<file path="config.mk">
export PLATFORM = sky130hd
export DESIGN_NAME = mem_split_unit
export DESIGN_NICKNAME = d
export VERILOG_FILES = /design/src/rtl/mem_split_unit_pkg.sv /design/src/rtl/mem_split_unit_merge.sv /design/src/rtl/mem_split_unit.sv
export SDC_FILE = /design/constraint.sdc
export NUM_CORES = 1
export LEC_CHECK = 0
export CAP_MARGIN = 40
export CORE_AREA = 2 2 153 155
export CTS_CLUSTER_SIZE = 10
export DETAILED_ROUTE_END_ITERATION = 10
export DIE_AREA = 0 0 155 157
export GPL_TIMING_DRIVEN = 0
export HOLD_SLACK_MARGIN = 0.02
export PLACE_DENSITY = 0.55
export SYNTH_ARGS = -nofsm -noshare
export SYNTH_HDL_FRONTEND = slang
export SYNTH_HIERARCHICAL = 1
export SYNTH_SLANG_ARGS = --single-unit
</file>
<file path="constraint.sdc">
create_clock -name clk -period 5.8 [get_ports clk]
set_clock_uncertainty 0.05 [all_clocks]
set_input_delay 1.74 -clock clk [delete_from_list [all_inputs] [get_ports clk]]
set_output_delay 1.74 -clock clk [all_outputs]
set_load 0.01 [all_outputs]
</file>
<file path="src/rtl/mem_split_unit_pkg.sv">
// Shared definitions for the MEM-stage access sequencer.
// Provides RISC-V load/store funct3 codes, the sequencer state type and
// small decode helpers for legality and natural alignment.
package mem_split_unit_pkg;

  localparam logic [2:0] F3_LB  = 3'd0;
  localparam logic [2:0] F3_LH  = 3'd1;
  localparam logic [2:0] F3_LW  = 3'd2;
  localparam logic [2:0] F3_LBU = 3'd4;
  localparam logic [2:0] F3_LHU = 3'd5;
  localparam logic [2:0] F3_SB  = 3'd0;
  localparam logic [2:0] F3_SH  = 3'd1;
  localparam logic [2:0] F3_SW  = 3'd2;

  typedef enum logic [1:0] {
    S_IDLE,
    S_SPLIT,
    S_DONE
  } state_t;

  // funct3 3, 6 and 7 encode no load/store width.
  function automatic logic f3_legal(input logic [2:0] f3);
    case (f3)
      3'd0, 3'd1, 3'd2, 3'd4, 3'd5: return 1'b1;
      default:                      return 1'b0;
    endcase
  endfunction

  // Bytes are always aligned; halves need addr[0]=0; words need addr[1:0]=0.
  function automatic logic f3_misaligned(input logic [2:0] f3, input logic [1:0] lsb);
    case (f3[1:0])
      2'd1:    return lsb[0];
      2'd2:    return lsb != 2'd0;
      default: return 1'b0;
    endcase
  endfunction

endpackage

</file>
<file path="src/rtl/mem_split_unit_merge.sv">
// load_byte_merge: combinational extension of a reassembled little-endian
// 4-byte accumulator according to the load funct3.
//   acc    in  32  bytes gathered by the split sequencer
//   func3  in  3   latched load funct3
//   result out 32  sign/zero-extended load result
module load_byte_merge
  import mem_split_unit_pkg::*;
(
  input  logic [31:0] acc,
  input  logic [2:0]  func3,
  output logic [31:0] result
);

  always_comb begin
    case (func3)
      F3_LB:   result = {{24{acc[7]}}, acc[7:0]};
      F3_LBU:  result = {24'd0, acc[7:0]};
      F3_LH:   result = {{16{acc[15]}}, acc[15:0]};
      F3_LHU:  result = {16'd0, acc[15:0]};
      default: result = acc;
    endcase
  end

endmodule

</file>
<file path="src/rtl/mem_split_unit.sv">
// mem_split_unit: MEM-stage access sequencer between EX/MEM and data memory.
// Aligned accesses pass straight through with zero latency; misaligned
// half/word accesses are split into byte accesses (sb / lbu) with the
// pipeline stalled, and split loads are reassembled and extended.
//   clk, rstn                          clock, async active-low reset
//   reqValid/reqWrite/reqFunc3/reqAddr/reqWriteData   request from EX/MEM
//   stall                              hold upstream stages
//   respValid/respData                 load result
//   misalignTrap                       misaligned access with SPLIT_EN=0
//   memWriteEnable/memFunc3/memAddr/memWriteData/memReadData   data memory
module mem_split_unit
  import mem_split_unit_pkg::*;
#(
  parameter int ADDR_W   = 32,
  parameter int DATA_W   = 32,
  parameter bit SPLIT_EN = 1'b1
) (
  input  logic              clk,
  input  logic              rstn,
  input  logic              reqValid,
  input  logic              reqWrite,
  input  logic [2:0]        reqFunc3,
  input  logic [ADDR_W-1:0] reqAddr,
  input  logic [DATA_W-1:0] reqWriteData,
  output logic              stall,
  output logic              respValid,
  output logic [DATA_W-1:0] respData,
  output logic              misalignTrap,
  output logic              memWriteEnable,
  output logic [2:0]        memFunc3,
  output logic [ADDR_W-1:0] memAddr,
  output logic [DATA_W-1:0] memWriteData,
  input  logic [DATA_W-1:0] memReadData
);

  state_t            state;
  logic [1:0]        cnt;
  logic [31:0]       acc;
  logic [ADDR_W-1:0] base;
  logic [DATA_W-1:0] wdata;
  logic [2:0]        f3;
  logic              wr;

  logic        go;
  logic        mis;
  logic        start_split;
  logic [1:0]  last;
  logic [7:0]  rd_byte;
  logic [31:0] merged;

  assign go          = reqValid & f3_legal(reqFunc3);
  assign mis         = f3_misaligned(reqFunc3, reqAddr[1:0]);
  assign start_split = SPLIT_EN & (state == S_IDLE) & go & mis;
  assign last        = (f3[1:0] == 2'd1) ? 2'd1 : 2'd3;
  assign rd_byte     = memReadData[7:0];

  load_byte_merge u_merge (
    .acc    (acc),
    .func3  (f3),
    .result (merged)
  );

  always_ff @(posedge clk or negedge rstn) begin
    if (!rstn) begin
      state <= S_IDLE;
      cnt   <= '0;
      acc   <= '0;
      base  <= '0;
      wdata <= '0;
      f3    <= '0;
      wr    <= 1'b0;
    end else begin
      case (state)
        S_IDLE: begin
          if (start_split) begin
            // Byte 0 is issued in the request cycle itself, so the
            // sequencer resumes at byte 1.
            base  <= reqAddr;
            wdata <= reqWriteData;
            f3    <= reqFunc3;
            wr    <= reqWrite;
            cnt   <= 2'd1;
            acc   <= {24'd0, reqWrite ? 8'h00 : rd_byte};
            state <= S_SPLIT;
          end
        end
        S_SPLIT: begin
          if (!wr) acc[{cnt, 3'b000} +: 8] <= rd_byte;
          if (cnt == last) begin
            cnt   <= '0;
            state <= S_DONE;
          end else begin
            cnt <= cnt + 2'd1;
          end
        end
        S_DONE:  state <= S_IDLE;
        default: state <= S_IDLE;
      endcase
    end
  end

  // Outputs are gated by rstn so every output reads 0 while reset is held,
  // including the request passthrough paths.
  always_comb begin
    stall          = 1'b0;
    respValid      = 1'b0;
    respData       = '0;
    misalignTrap   = 1'b0;
    memWriteEnable = 1'b0;
    memFunc3       = '0;
    memAddr        = '0;
    memWriteData   = '0;
    if (rstn) begin
      case (state)
        S_IDLE: begin
          memFunc3     = reqFunc3;
          memAddr      = reqAddr;
          memWriteData = reqWriteData;
          if (go && !mis) begin
            memWriteEnable = reqWrite;
            respValid      = !reqWrite;
            if (!reqWrite) respData = memReadData;
          end else if (go && mis) begin
            if (SPLIT_EN) begin
              stall          = 1'b1;
              memFunc3       = reqWrite ? F3_SB : F3_LBU;
              memWriteEnable = reqWrite;
              memWriteData   = DATA_W'(reqWriteData[7:0]);
            end else begin
              misalignTrap = 1'b1;
            end
          end
        end
        S_SPLIT: begin
          stall          = 1'b1;
          memAddr        = base + ADDR_W'(cnt);
          memFunc3       = wr ? F3_SB : F3_LBU;
          memWriteEnable = wr;
          memWriteData   = DATA_W'(wdata[{cnt, 3'b000} +: 8]);
        end
        S_DONE: begin
          respValid = !wr;
          if (!wr) respData = DATA_W'(merged);
        end
        default: ;
      endcase
    end
  end

endmodule
</file>
After elaboration in Yosys (flattened, before gate mapping) --
Index checks and enable logic that the tools add are counted. W data, S select, Z words.
Cells by class: add/subtract/negate cells 3, eq/ne operators 16, shift operators 3, muxes and demuxes 42, bitwise logic cells 3, reductions and logical operators 15
Operator list (count):
- $mux W32 | 10
- $pmux W32 S2 | 4
- $pmux W32 S4 | 1
- $add A32 B2 Y32 | 1
- $bwmux W32 | 1
- $shift A8 B7 Y32 const A | 1
- $shiftx A32 B6 Y8 | 1
- $shiftx A8 B7 Y32 | 1
- $mux W3 | 5
- $eq A3 B3 Y1 const B | 4
- $mux W1 | 9
- $mux W2 | 4
- $mux W8 | 1
- $pmux W1 S2 | 4
- $pmux W2 S2 | 2
- $neg A5 Y7 | 1
- $eq A2 B1 Y1 const B | 3
- $eq A3 B1 Y1 const B | 2
- $logic_not A3 Y1 | 2
- $ne A2 B2 Y1 const B | 3
- $pmux W3 S2 | 1
- $reduce_and A2 Y1 | 3
- $reduce_or A5 Y1 | 1
- $eq A2 B2 Y1 const B | 2
- other kinds (9) | 15
Storage, ports and cells: register bits 104, input port bits 103, output and inout bits 103, logic and storage cells 89

Logic depth before layout (Yosys ltp) --
Gate-level depths: netlist (run 1).
depth after elaboration 9, depth in mapped cells 9, mapped depth without buffers 7

By module --
Netlist (run 1), hierarchy kept.
By module, submodules not included:
- mem_split_unit | instances 1, cells an instance 530, area an instance 5916.9 µm², sequential area each 2602.5 µm²
- load_byte_merge | instances 1, cells an instance 67, area an instance 355.3 µm², sequential area each 0.0 µm²

Worst setup path after synthesis (run 1) --
No wires, ideal clock.
path kind input to output, start input reqFunc3[0], end output stall, arrival 3.140 ns, required time 4.010 ns, setup slack 0.870 ns, stages 9, path buffers 2, cells stage by stage inv_1 -> ha_1 -> nor2b_1 -> o31ai_2 -> nor4b_1 -> buf_2 -> buf_4 -> nor2_1 -> nor2_1
Between the ends: word-level cells in the longest chain between the ends 9, elaborated cells on any way between the ends 18, classes of those cells eq/ne: 6; mux: 6; bitwise: 1; reduce/logical: 5
RTL lines:
- start, declared | RTL line mem_split_unit.sv:22 | input logic [2:0] reqFunc3,
- $eq A3 B1 Y1, or another cell as far along | RTL line mem_split_unit_pkg.sv:23 | case (f3)
- $reduce_or A5 Y1 | RTL line mem_split_unit_pkg.sv:23
- $mux W1 | RTL line mem_split_unit_pkg.sv:23
- $and A1 B1 Y1 | RTL line mem_split_unit.sv:51 | assign go = reqValid & f3_legal(reqFunc3);
- $logic_and A1 B1 Y1 | RTL line mem_split_unit.sv:123 | end else if (go && mis) begin
- $mux W1 | RTL line mem_split_unit.sv:123
- $mux W1 * | RTL line mem_split_unit.sv:119 | if (go && !mis) begin
- $pmux W1 S2 * | RTL line mem_split_unit.sv:114 | case (state)
- $mux W1 * | RTL line mem_split_unit.sv:113 | if (rstn) begin
- end, declared | RTL line mem_split_unit.sv:25 | output logic stall,
Mark *: on every way between the ends. The rest lies on a longest branch, timed or not.

Final worst setup path (run 1) --
start input reqFunc3[0], end output respData[26]
Between the ends: word-level cells in the longest chain between the ends 8, elaborated cells on any way between the ends 16, classes of those cells eq/ne: 6; mux: 5; bitwise: 1; reduce/logical: 4
RTL lines:
- $eq A3 B1 Y1, or another cell as far along | RTL line mem_split_unit_pkg.sv:23
- $reduce_or A5 Y1 | RTL line mem_split_unit_pkg.sv:23
- $mux W1 | RTL line mem_split_unit_pkg.sv:23
- $and A1 B1 Y1 | RTL line mem_split_unit.sv:51
- $logic_and A1 B1 Y1 * | RTL line mem_split_unit.sv:119
- $mux W32 * | RTL line mem_split_unit.sv:119
- $pmux W32 S2 * | RTL line mem_split_unit.sv:114
- $mux W32 * | RTL line mem_split_unit.sv:113
- end, declared | RTL line mem_split_unit.sv:27 | output logic [DATA_W-1:0] respData,
Marks and branches as above.

==> metrics.txt, run 1 <==
residual antenna-violating net count after detailed routing 0; Ports 206; via count of the first global-routing pass 5,405; DRC violations left 0; length of the first detailed-routing pass in iterations 4; maximum VDD drop 0.181 mV; final setup TNS 0 ns; list of cells traversed by the critical path dlymetal6s2s_1 -> inv_1 -> ha_1 -> nor2b_2 -> o31ai_4 -> nor4_4 -> buf_4 -> buf_4 -> a22o_1 -> clkdlybuf4s50_1; buffers from clock root to sink, at most 2; synthesized flop and latch total 104; FFs w/ async S/R, synth 100%; most used cell, CP sky130_fd_sc_hd__buf_4; kind of critical path in -> out; outcome finished, final reports clean; number of instances in the synthesized netlist 597; DP HPWL 14,700 microns; Die Y 157 microns; Cell Rows 55; unrepaired setup endpoints after global routing false; Routed wire per std cell 18.1 microns; actual transition at the worst max-transition pin 0.830 ns; Static Leakage 4.01 nW; Via Count 5,443; mapped cell area 6270 sq um; weighted congestion at the end of routability-driven global placement 0.751; DIE AREA 24,300 sq um; iteration-0 DRC count of the detailed router 170; number of synthesized flops with an enable pin 0; share of cells above drive strength 1 12.0%; pin count of the biggest net entering global routing 54; count of final setup violators 0; most common library cell in the layout ignoring fill and taps sky130_fd_sc_hd__clkdlybuf4s50_1; initial standard-cell utilization of the core 27.9%; power per cell area 391 nW/um^2; number of max-slew violations in the final report 0; Slowest-stage cell, CP sky130_fd_sc_hd__clkdlybuf4s50_1; data required time of the critical path 4.01 ns; deepest level of the CTS H-tree 3; worst hold-check path type reg -> reg; total design power 3.64 mW; MaxCap Viol Count 0; synthesized netlist net count 710; count of yosys warnings during synthesis 6; antenna violations before repair 0; number of CTS-inserted buffers 9; Placed Instances 1,087; count of buffers from port buffering 204; highest clock rate 0.177 GHz; GRT Residual Overflow 0; slowest stage delay, CP 0.47 ns; Final Instance Count excl. Fillers 1,119; TritonCTS clock tree built; final hold violation count 0; post-route fraction of the period consumed by the critical path 97.4%; Die X 155 microns; Via density 4.86; count of filler cells inserted in the layout 2,205; remaining max-slew budget at the tightest pin 44.2%; sequential-to-total area share from yosys stat 41.5%; number of antenna cells inserted 0; area inside the core boundary 22,500 sq um; clk sink count 104; clock period minus worst slack 5.65 ns; Worst-path clk slew 0.08 ns; critical path arrival 3.86 ns; worst reg2reg path depth 6; unique cell type count in the Yosys netlist 51; worst hold margin 0.436 ns; Worst Setup End Kind output pin; global routing usage summed across all routing layers 16.6%; most frequent cells in the layout 168 x sky130_fd_sc_hd__clkdlybuf4s50_1, 104 x sky130_fd_sc_hd__dfrtp_1, 74 x sky130_fd_sc_hd__a22o_1; mean cell area of the mapped netlist 10.5 sq um; Most used DFF post-synth sky130_fd_sc_hd__dfrtp_1; Core Util, Final 41.4%; first-pass GRT wire length 31,600 microns; post-layout net count 942; cell at the root of the clock tree sky130_fd_sc_hd__clkbuf_16; crit start category primary input; clock insertion delay at the later pin of the skew report 0.35 ns; worst-path fanout max 10; area growth from synthesis to layout 48.6%; DRT Wirelength 20,200 microns; Cells on Worst Hold Path 1
worst paths after layout:
kind / startpoint / end / slack [ns]
worst min register to register: wdata[20]$_DFFE_PN0P_ / wdata[20]$_DFFE_PN0P_ / 0.44
worst max register to register: cnt[1]$_DFFE_PN0P_ / acc[21]$_DFFE_PN0P_ / 3.04
max in group asynchronous: rstn / base[0]$_DFFE_PN0P_ / 4.01
worst max-delay path: reqFunc3[0] / respData[26] / 0.15
min in group asynchronous: rstn / acc[9]$_DFFE_PN0P_ / 1.17
worst min-delay path: wdata[20]$_DFFE_PN0P_ / wdata[20]$_DFFE_PN0P_ / 0.44
Yosys cell counts (5+ instances only):
cell | instances | area share [%]
sky130_fd_sc_hd__a211oi_1 | 6 | 0.72
sky130_fd_sc_hd__a22o_1 | 74 | 10
sky130_fd_sc_hd__and2_1 | 25 | 2.5
sky130_fd_sc_hd__and3_1 | 6 | 0.60
sky130_fd_sc_hd__buf_2 | 7 | 0.56
sky130_fd_sc_hd__buf_4 | 17 | 2.0
sky130_fd_sc_hd__clkbuf_1 | 17 | 1.0
sky130_fd_sc_hd__dfrtp_1 | 104 | 41
sky130_fd_sc_hd__ha_1 | 9 | 1.8
sky130_fd_sc_hd__inv_1 | 8 | 0.48
sky130_fd_sc_hd__mux2_1 | 67 | 12
sky130_fd_sc_hd__mux4_2 | 8 | 2.9
sky130_fd_sc_hd__nand2_1 | 69 | 4.1
sky130_fd_sc_hd__nand2b_1 | 5 | 0.50
sky130_fd_sc_hd__nand3_1 | 12 | 0.96
sky130_fd_sc_hd__nand4_1 | 14 | 1.4
sky130_fd_sc_hd__nor2_1 | 21 | 1.3
sky130_fd_sc_hd__nor2b_1 | 5 | 0.50
sky130_fd_sc_hd__o21ai_0 | 41 | 3.3
sky130_fd_sc_hd__o21ai_1 | 11 | 0.88
sky130_fd_sc_hd__xnor2_1 | 6 | 0.84
sky130_fd_sc_hd__xor2_1 | 25 | 3.5
routing by layer:
| layer | wire length [microns] | global-route usage, % |
|---|---|---|
| met1 | 9760 | 23.2 |
| met2 | 9150 | 26.6 |
| met3 | 1230 | 4.10 |
| met4 | 102 | 2.65 |
| met5 | 0 | 0 |
kinds of logic after synthesis:
kind of cell    Yosys count  share of synthesized area [%]
simple gates            176                           15.1
compound gates          146                           17.1
flops                   104                           41.5
mux                      77                           15.3
buf+inv                  52                           4.53
xor+xnor                 31                           4.33
fa+ha+maj                10                           2.11
other cells               1                         0.0598
worst max-delay path: cells and delay by family:
family | cells | cell delay, ns
simple gates | 2 | 0.24
fa+ha+maj | 1 | 0.24
buf+inv | 5 | 1.10
compound gates | 2 | 0.54
state kept, by name, summed over array words and instances, names as in the netlist:
| signal | flops |
|---|---|
| acc | 32 |
| base | 32 |
| cnt | 2 |
| f3 | 3 |
| state | 2 |
| wdata | 32 |
| wr | 1 |
cell type report:
class	instances	area, sq um	area share [%]
flip-flops and latches	104	2600	27.9
well taps	285	357	3.83
clock inverters	7	87.6	0.940
clock buffers	9	225	2.42
plain buffers	44	298	3.20
inverters	8	30.0	0.322
repair buffers	221	2250	24.1
multi-input cells	441	3470	37.3
metrics by stage:
step	setup slack, ns	area, sq um
2_1_floorplan	0.870	6270
3_3_place_gp	-4.88	8670
3_5_place_dp	-0.782	8700
4_1_cts	-0.101	9230
5_1_grt	0.00634	9320
6_report	0.151	9320
power by group:
group          switching, mW  internal [mW]
Clock                  0.304          0.345
Sequential             0.262           1.05
Combinational          0.789          0.892
what timing repair did:
action                                  in CTS  in global routing
gates cloned                                 3                  1
resized for setup                           59                 22
endpoints found under the setup margin      93                 63
hold buffers                                 0                  0
pin swaps                                    3                  4
setup buffers                               11                  1
(Power assumes the default switching activity.)
==> run 2, diff against run 1 <==
CORE_AREA = 2 2 152 154   (was 2 2 153 155)
CTS_CLUSTER_DIAMETER = 50   (was not set)
DIE_AREA = 0 0 154 156   (was 0 0 155 157)
GPL_ROUTABILITY_DRIVEN = 1   (was not set)
SYNTH_HIERARCHICAL = not set   (was 1)
==> metrics.txt, run 2 <==
Ports 206 (unchanged); Via density 4.80 (-1.4%); worst-path fanout max 5 (-5); post-route fraction of the period consumed by the critical path 99.4% (+2.0 points); DRC violations left 0 (unchanged); number of synthesized flops with an enable pin 0 (unchanged); Die X 154 microns (-0.65%); cell at the root of the clock tree sky130_fd_sc_hd__clkbuf_16; most common library cell in the layout ignoring fill and taps sky130_fd_sc_hd__clkdlybuf4s50_1; count of buffers from port buffering 204 (unchanged); final setup TNS 0 ns (unchanged); number of max-slew violations in the final report 0 (unchanged); outcome finished, final reports clean; Final Instance Count excl. Fillers 1,113 (-0.54%); worst reg2reg path startpoint cnt[1]$_DFFE_PN0P_; number of buffer and inverter instances along the worst setup path 2 (-3); hold_buf cts 0 (unchanged); count of final setup violators 0 (unchanged); deepest level of the CTS H-tree 3 (unchanged); DIE AREA 24,000 sq um (-1.3%); crit start category primary input; initial standard-cell utilization of the core 27.7% (-0.19 points); min-delay src wdata[18]$_DFFE_PN0P_; synthesized netlist net count 711 (+0.14%); remaining max-slew budget at the tightest pin 46.6% (+2.5 points); count of yosys warnings during synthesis 0 (-6); area inside the core boundary 22,400 sq um (-0.61%); Static Leakage 3.81 nW (-4.9%); MaxCap Viol Count 0 (unchanged); kind of critical path in -> out; most frequent cells in the layout 171 x sky130_fd_sc_hd__clkdlybuf4s50_1, 104 x sky130_fd_sc_hd__dfrtp_1, 65 x sky130_fd_sc_hd__nand2_1; TritonCTS clock tree built; clock period minus worst slack 5.77 ns (+0.117 ns); most frequent cell after synthesis sky130_fd_sc_hd__dfrtp_1; GRT Residual Overflow 0 (unchanged); number of antenna cells inserted 0 (unchanged); power per cell area 401 nW/um^2 (+2.5%); mapped cell area 6190 sq um (-1.3%); worst hold-check path type reg -> reg; Core Util, Final 40.9% (-0.51 points); Die Y 156 microns (-0.64%); critical path arrival 3.98 ns (+0.12 ns); residual antenna-violating net count after detailed routing 0 (unchanged); synthesized flop and latch total 104 (unchanged); highest clock rate 0.173 GHz (-2.0%); Routed wire per std cell 18.2 microns (+0.32%); FFs w/ async S/R, synth 100% (unchanged); Worst Setup End Kind output pin; unrepaired setup endpoints after global routing true; start point of the critical path reqAddr[0]; top cell type's share of synthesized area 42.0% (+0.54 points); final hold violation count 0 (unchanged); Placed Instances 1,088 (+0.092%); mean cell area of the mapped netlist 10.4 sq um (-1.4%); Crit path max-delay family buffers and inverters; post-layout net count 936 (-0.64%); antenna violations before repair 0 (unchanged); most used cell, CP sky130_fd_sc_hd__clkdlybuf4s50_1; clk sink count 104 (unchanged); DRT Wirelength 20,200 microns (-0.22%); data required time of the critical path 4.01 ns (about the same); pin count of the biggest net entering global routing 52 (-3.7%); total design power 3.66 mW (+0.66%); Most used DFF post-synth sky130_fd_sc_hd__dfrtp_1; number of CTS-inserted buffers 9 (unchanged); maximum VDD drop 0.157 mV (-13%); area growth from synthesis to layout 47.7%; count of filler cells inserted in the layout 2,198 (-0.32%); actual transition at the worst max-transition pin 0.797 ns (-0.0336 ns); via count of the first global-routing pass 5,370 (-0.65%); buffers from clock root to sink, at most 2 (unchanged); iteration-0 DRC count of the detailed router 260 (+53%); sequential-to-total area share from yosys stat 42.0% (+0.54 points); Worst-path clk slew 0.07 ns (about the same); post-route worst setup slack 0.0341 ns (-0.117 ns); length of the first detailed-routing pass in iterations 4 (unchanged); first-pass GRT wire length 31,000 microns (-1.9%); number of instances in the synthesized netlist 598 (+0.17%); most common library cells after synthesis 104 x sky130_fd_sc_hd__dfrtp_1, 65 x sky130_fd_sc_hd__nand2_1, 50 x sky130_fd_sc_hd__nor2_1; largest registers ranked by flip-flop count acc (32), base (32), wdata (32); global routing usage summed across all routing layers 16.6% (-0.078 points); slowest stage delay, CP 0.58 ns (+0.11 ns); share of cells above drive strength 1 12.9% (+0.93 points); post-place setup slack -0.926 ns (-0.144 ns); weighted congestion at the end of routability-driven global placement 0.764 (+1.7%); DP HPWL 14,500 microns (-1.3%); Via Count 5,338 (-1.9%); unique cell type count in the Yosys netlist 55 (+7.8%); clock insertion delay at the later pin of the skew report 0.35 ns (about the same); Cell Rows 55 (unchanged); top cells by area, synth sky130_fd_sc_hd__dfrtp_1 42%, sky130_fd_sc_hd__mux2_1 6.0%, sky130_fd_sc_hd__mux2_2 5.8%; list of cells traversed by the critical path clkdlybuf4s50_1 -> o21ai_1 -> a21boi_4 -> or4_1 -> a21oi_2 -> clkdlybuf4s50_1; cell taking the most area after synthesis sky130_fd_sc_hd__dfrtp_1; Slowest-stage cell, CP sky130_fd_sc_hd__clkdlybuf4s50_1
run 2: cell count changes after synthesis, moves of 6 or more:
cell                       previous run  this run
sky130_fd_sc_hd__mux2_2               0        32
sky130_fd_sc_hd__nor2_1              21        50
sky130_fd_sc_hd__nor2b_1              5        21
sky130_fd_sc_hd__mux2_1              67        33
sky130_fd_sc_hd__o21ai_0             41        31
sky130_fd_sc_hd__o21ai_1             11        19
sky130_fd_sc_hd__clkbuf_1            17        11
sky130_fd_sc_hd__buf_4               17         6
sky130_fd_sc_hd__a22o_1              74        40
sky130_fd_sc_hd__mux2i_1              1        12
run 2: cell families (layout without fill, tap and decap cells):
logic type / after synthesis / count (layout) / share of synthesized area, %
mux: 85 / 85 / 16.7
other cells: 1 / 1 / 0.0606
simple gates: 210 / 210 / 18.4
xor+xnor: 31 / 31 / 4.38
compound gates: 118 / 118 / 13.4
buf+inv: 39 / 269 / 2.91
fa+ha+maj: 10 / 10 / 2.14
flops: 104 / 104 / 42.0
run 2: what timing repair did:
action,4_1_cts,5_1_grt
pin swaps,2,1
setup buffers,8,0
gates resized for setup,62,4
setup endpoints to repair,85,39
gates cloned,1,1
run 2: routing by layer:
| layer | global-route usage, % | vias to the layer above | part of all wire [%] |
|---|---|---|---|
| li1 | - | 2589 | - |
| met1 | 23.0 | 2601 | 48 |
| met2 | 26.5 | 144 | 47 |
| met3 | 3.44 | 4 | 5.0 |
| met4 | 3.92 | 0 | 0.67 |
| met5 | 0 | - | 0 |
run 2: power breakdown:
group / switching [mW] / internal, mW
Clock: 0.311 / 0.346
Sequential: 0.286 / 1.06
Combinational: 0.761 / 0.897
run 2: worst reg2reg max path, stage by stage (launching register included):
cell and delay, ns:
sky130_fd_sc_hd__dfrtp_1 0.55, sky130_fd_sc_hd__buf_1 0.54, sky130_fd_sc_hd__inv_1 0.19, sky130_fd_sc_hd__ha_1 0.30, sky130_fd_sc_hd__nor2_1 0.13, sky130_fd_sc_hd__nand3_1 0.12
sky130_fd_sc_hd__nor3b_2 0.61, sky130_fd_sc_hd__a22o_1 0.25
run 2: final cells by class:
class                   count  area (sq um)  share of cell area [%]
well taps                 285           357                    3.90
clock inverters             7          88.8                   0.971
clock buffers               9           225                    2.46
plain buffers              27           175                    1.91
repair buffers            215          2170                    23.7
inverters                  11          41.3                   0.451
flip-flops and latches    104          2600                    28.4
multi-input cells         455          3490                    38.2
run 2: worst paths after layout:
check / cells past startpoint / end / slack [ns]
max: 6 / respValid / 0.03
min: 1 / wdata[18]$_DFFE_PN0P_ / 0.43
max reg2reg: 7 / acc[21]$_DFFE_PN0P_ / 3.00
min reg2reg: 1 / wdata[18]$_DFFE_PN0P_ / 0.43
max in group asynchronous: 2 / base[21]$_DFFE_PN0P_ / 4.00
min in group asynchronous: 1 / base[0]$_DFFE_PN0P_ / 1.17
run 2: per-stage QoR:
step	hold slack, ns	instance area, sq um
floorplan	0.402	6190
global placement	0.415	8590
detailed placement	0.422	8620
CTS	0.440	9110
global route	0.459	9150
finish	0.435	9150
==> run 3, diff against run 2 <==
ABC_AREA = 1   (was not set)
CAP_MARGIN = 20   (was 40)
CORE_AREA = 2 2 160 162   (was 2 2 152 154)
DIE_AREA = 0 0 162 164   (was 0 0 154 156)
PLACE_DENSITY = 0.54   (was 0.55)
==> metrics.txt, run 3 <==
top cells by area, synth sky130_fd_sc_hd__dfrtp_1 38%, sky130_fd_sc_hd__nand2_1 16%, sky130_fd_sc_hd__o21ai_0 7.1%; FFs w/ async S/R, synth 100% (unchanged); iteration-0 DRC count of the detailed router 513 (+97%); area inside the core boundary 24,800 sq um (+11%); Routed wire per std cell 17.4 microns (-4.4%); Most used DFF post-synth sky130_fd_sc_hd__dfrtp_1; count of final setup violators 0 (unchanged); first-pass GRT wire length 41,800 microns (+35%); post-route fraction of the period consumed by the critical path 98.1% (-1.4 points); via count of the first global-routing pass 7,381 (+37%); global routing usage on met1 28.1% (+5.1 points); number of instances in the synthesized netlist 1,007 (+68%); DRC violations left 0 (unchanged); deepest level of the CTS H-tree 3 (unchanged); data required time of the critical path 4.01 ns (about the same); DP HPWL 20,700 microns (+42%); length of the first detailed-routing pass in iterations 5 (+1); remaining max-slew budget at the tightest pin 55.9% (+9.2 points); clk sink count 104 (unchanged); Die X 162 microns (+5.2%); pin count of the biggest net entering global routing 46 (-12%); maximum VDD drop 0.148 mV (-6.1%); largest registers ranked by flip-flop count acc (32), base (32), wdata (32); residual antenna-violating net count after detailed routing 0 (unchanged); count of yosys warnings during synthesis 0 (unchanged); met2 track demand over resource in global routing 32.6% (+6.1 points); antenna violations before repair 1 (+1); mean cell area of the mapped netlist 6.77 sq um (-35%); outcome finished, final reports clean; synthesized flop and latch total 104 (unchanged); Via Count 7,689 (+44%); DIE AREA 26,600 sq um (+11%); share of cells above drive strength 1 8.18% (-4.7 points); count of buffers from port buffering 204 (unchanged); number of CTS-inserted buffers 9 (unchanged); Placed Instances 1,542 (+42%); most frequent cells in the layout 295 x sky130_fd_sc_hd__nand2_1, 164 x sky130_fd_sc_hd__clkdlybuf4s50_1, 104 x sky130_fd_sc_hd__dfrtp_1; global routing's busiest layer met2; number of max-slew violations in the final report 0 (unchanged); synthesized netlist net count 1,120 (+58%); TritonCTS clock tree built; worst hold-check path type reg -> reg; Final Instance Count excl. Fillers 1,565 (+41%); final hold violation count 0 (unchanged); unique cell type count in the Yosys netlist 34 (-38%); count of filler cells inserted in the layout 2,727 (+24%); power per cell area 373 nW/um^2 (-6.8%); most frequent cell after synthesis sky130_fd_sc_hd__nand2_1; kind of critical path in -> out; clock period minus worst slack 5.69 ns (-0.0783 ns); post-layout net count 1,342 (+43%); met3 Track Usage GR 3.89% (+0.44 points); highest clock rate 0.176 GHz (+1.4%); Static Leakage 4.29 nW (+13%); number of synthesized flops with an enable pin 0 (unchanged); critical path arrival 3.90 ns (-0.08 ns); actual transition at the worst max-transition pin 0.662 ns (-0.135 ns); most common library cells after synthesis 297 x sky130_fd_sc_hd__nand2_1, 104 x sky130_fd_sc_hd__dfrtp_1, 97 x sky130_fd_sc_hd__o21ai_0; Ports 206 (unchanged); clock insertion delay at the later pin of the skew report 0.36 ns (about the same); Worst-path clk slew 0.07 ns (about the same); weighted congestion at the end of routability-driven global placement 0.888 (+16%); DRT Wirelength 27,200 microns (+34%); cell taking the most area after synthesis sky130_fd_sc_hd__dfrtp_1; area growth from synthesis to layout 43.4%; Die Y 164 microns (+5.1%); GRT Residual Overflow 0 (unchanged); worst-path fanout max 10 (+5); Worst Setup End Kind output pin; global routing usage summed across all routing layers 20.3% (+3.7 points); mapped cell area 6820 sq um (+10%); most common library cell in the layout ignoring fill and taps sky130_fd_sc_hd__nand2_1; top cell type's share of synthesized area 38.2% (-3.9 points); buffers from clock root to sink, at most 2 (unchanged); unrepaired setup endpoints after global routing false; Core Util, Final 39.4% (-1.5 points); crit start category primary input; sequential-to-total area share from yosys stat 38.2% (-3.9 points); Via density 4.91 (+2.4%); Cell Rows 58 (+5.5%); MaxCap Viol Count 0 (unchanged); cell at the root of the clock tree sky130_fd_sc_hd__clkbuf_16; initial standard-cell utilization of the core 27.5% (-0.21 points)
run 3: cells by family (layout without fill, tap and decap cells):
family / Yosys count / count (layout) / synth area share, %
flip-flops: 104 / 104 / 38.2
AO/OA/AOI/OAI: 255 / 255 / 19.9
adder cells (fa/ha/maj): 10 / 10 / 1.94
AND/OR/NAND/NOR: 502 / 502 / 31.8
buffers and inverters: 135 / 362 / 8.15
other: 1 / 2 / 0.0550
run 3: per-layer routing:
metal / wire length (microns) / share of wire, % / vias up
li1: - / - / 3810
met4: 408 / 1.5 / 0
met3: 1740 / 6.4 / 22
met5: 0 / 0 / -
met2: 12400 / 46 / 236
met1: 12600 / 46 / 3621
run 3: per-stage QoR:
stage / TNS, ns / area [sq um] / setup slack [ns] / hold slack, ns / power [mW]
after floorplan: 0 / 6820 / 1.03 / 0.394 / 2.22
after global placement: -588.46 / 9270 / -4.77 / 0.412 / 2.92
after detailed placement: -23.45 / 9300 / -0.494 / 0.415 / 2.94
after CTS: 0 / 9740 / 0.0403 / 0.437 / 3.65
after global routing: 0 / 9780 / 0.00684 / 0.454 / 3.93
final: 0 / 9780 / 0.112 / 0.431 / 3.65
run 3: final cells by class:
type                            count  area [sq um]  share of cell area, %
Timing Repair Buffer              211          2100                   21.5
Inverter                           74           278                   2.84
Clock inverter                      6          97.6                  0.998
Tap cell                          330           413                   4.22
Antenna cell                        1          2.50                 0.0256
Multi-Input combinational cell    768          3700                   37.8
Clock buffer                       10           239                   2.44
Sequential cell                   104          2600                   26.6
Buffer                             61           343                   3.50
run 3: where the power goes:
| part | internal, mW | total, mW | switching [mW] |
|---|---|---|---|
| Sequential | 1.01 | 1.23 | 0.223 |
| Combinational | 0.658 | 1.72 | 1.06 |
| Clock | 0.398 | 0.705 | 0.307 |
| Total | 2.06 | 3.65 | 1.59 |
run 3: timing repair:
item,CTS,global route
pin swaps,1,1
setup endpoints to repair,79,30
hold buffers,0,0
cloned,1,0
setup buffers,4,1
gates resized for setup,69,11
run 3: worst paths after layout:
check,start,endpoint,slack [ns],depth (start not counted)
setup / recovery,reqFunc3[2],respData[29],0.11,11
hold / removal,wdata[31]$_DFFE_PN0P_,wdata[31]$_DFFE_PN0P_,0.43,2
setup reg to reg,cnt[0]$_DFFE_PN0P_,acc[12]$_DFFE_PN0P_,2.86,9
hold reg to reg,wdata[31]$_DFFE_PN0P_,wdata[31]$_DFFE_PN0P_,0.43,2
max in group asynchronous,rstn,wdata[7]$_DFFE_PN0P_,3.92,2
min in group asynchronous,rstn,wdata[10]$_DFFE_PN0P_,1.18,1
run 3: critical path, cell delays in order:
cell,delay (ns)
sky130_fd_sc_hd__clkdlybuf4s50_1,0.44
sky130_fd_sc_hd__inv_1,0.15
sky130_fd_sc_hd__nand2_1,0.07
sky130_fd_sc_hd__nand2_1,0.09
sky130_fd_sc_hd__nand2_2,0.10
sky130_fd_sc_hd__nor2_4,0.18
sky130_fd_sc_hd__buf_4,0.14
sky130_fd_sc_hd__buf_6,0.14
sky130_fd_sc_hd__nand4_1,0.09
sky130_fd_sc_hd__a21oi_1,0.18
sky130_fd_sc_hd__clkdlybuf4s50_1,0.57
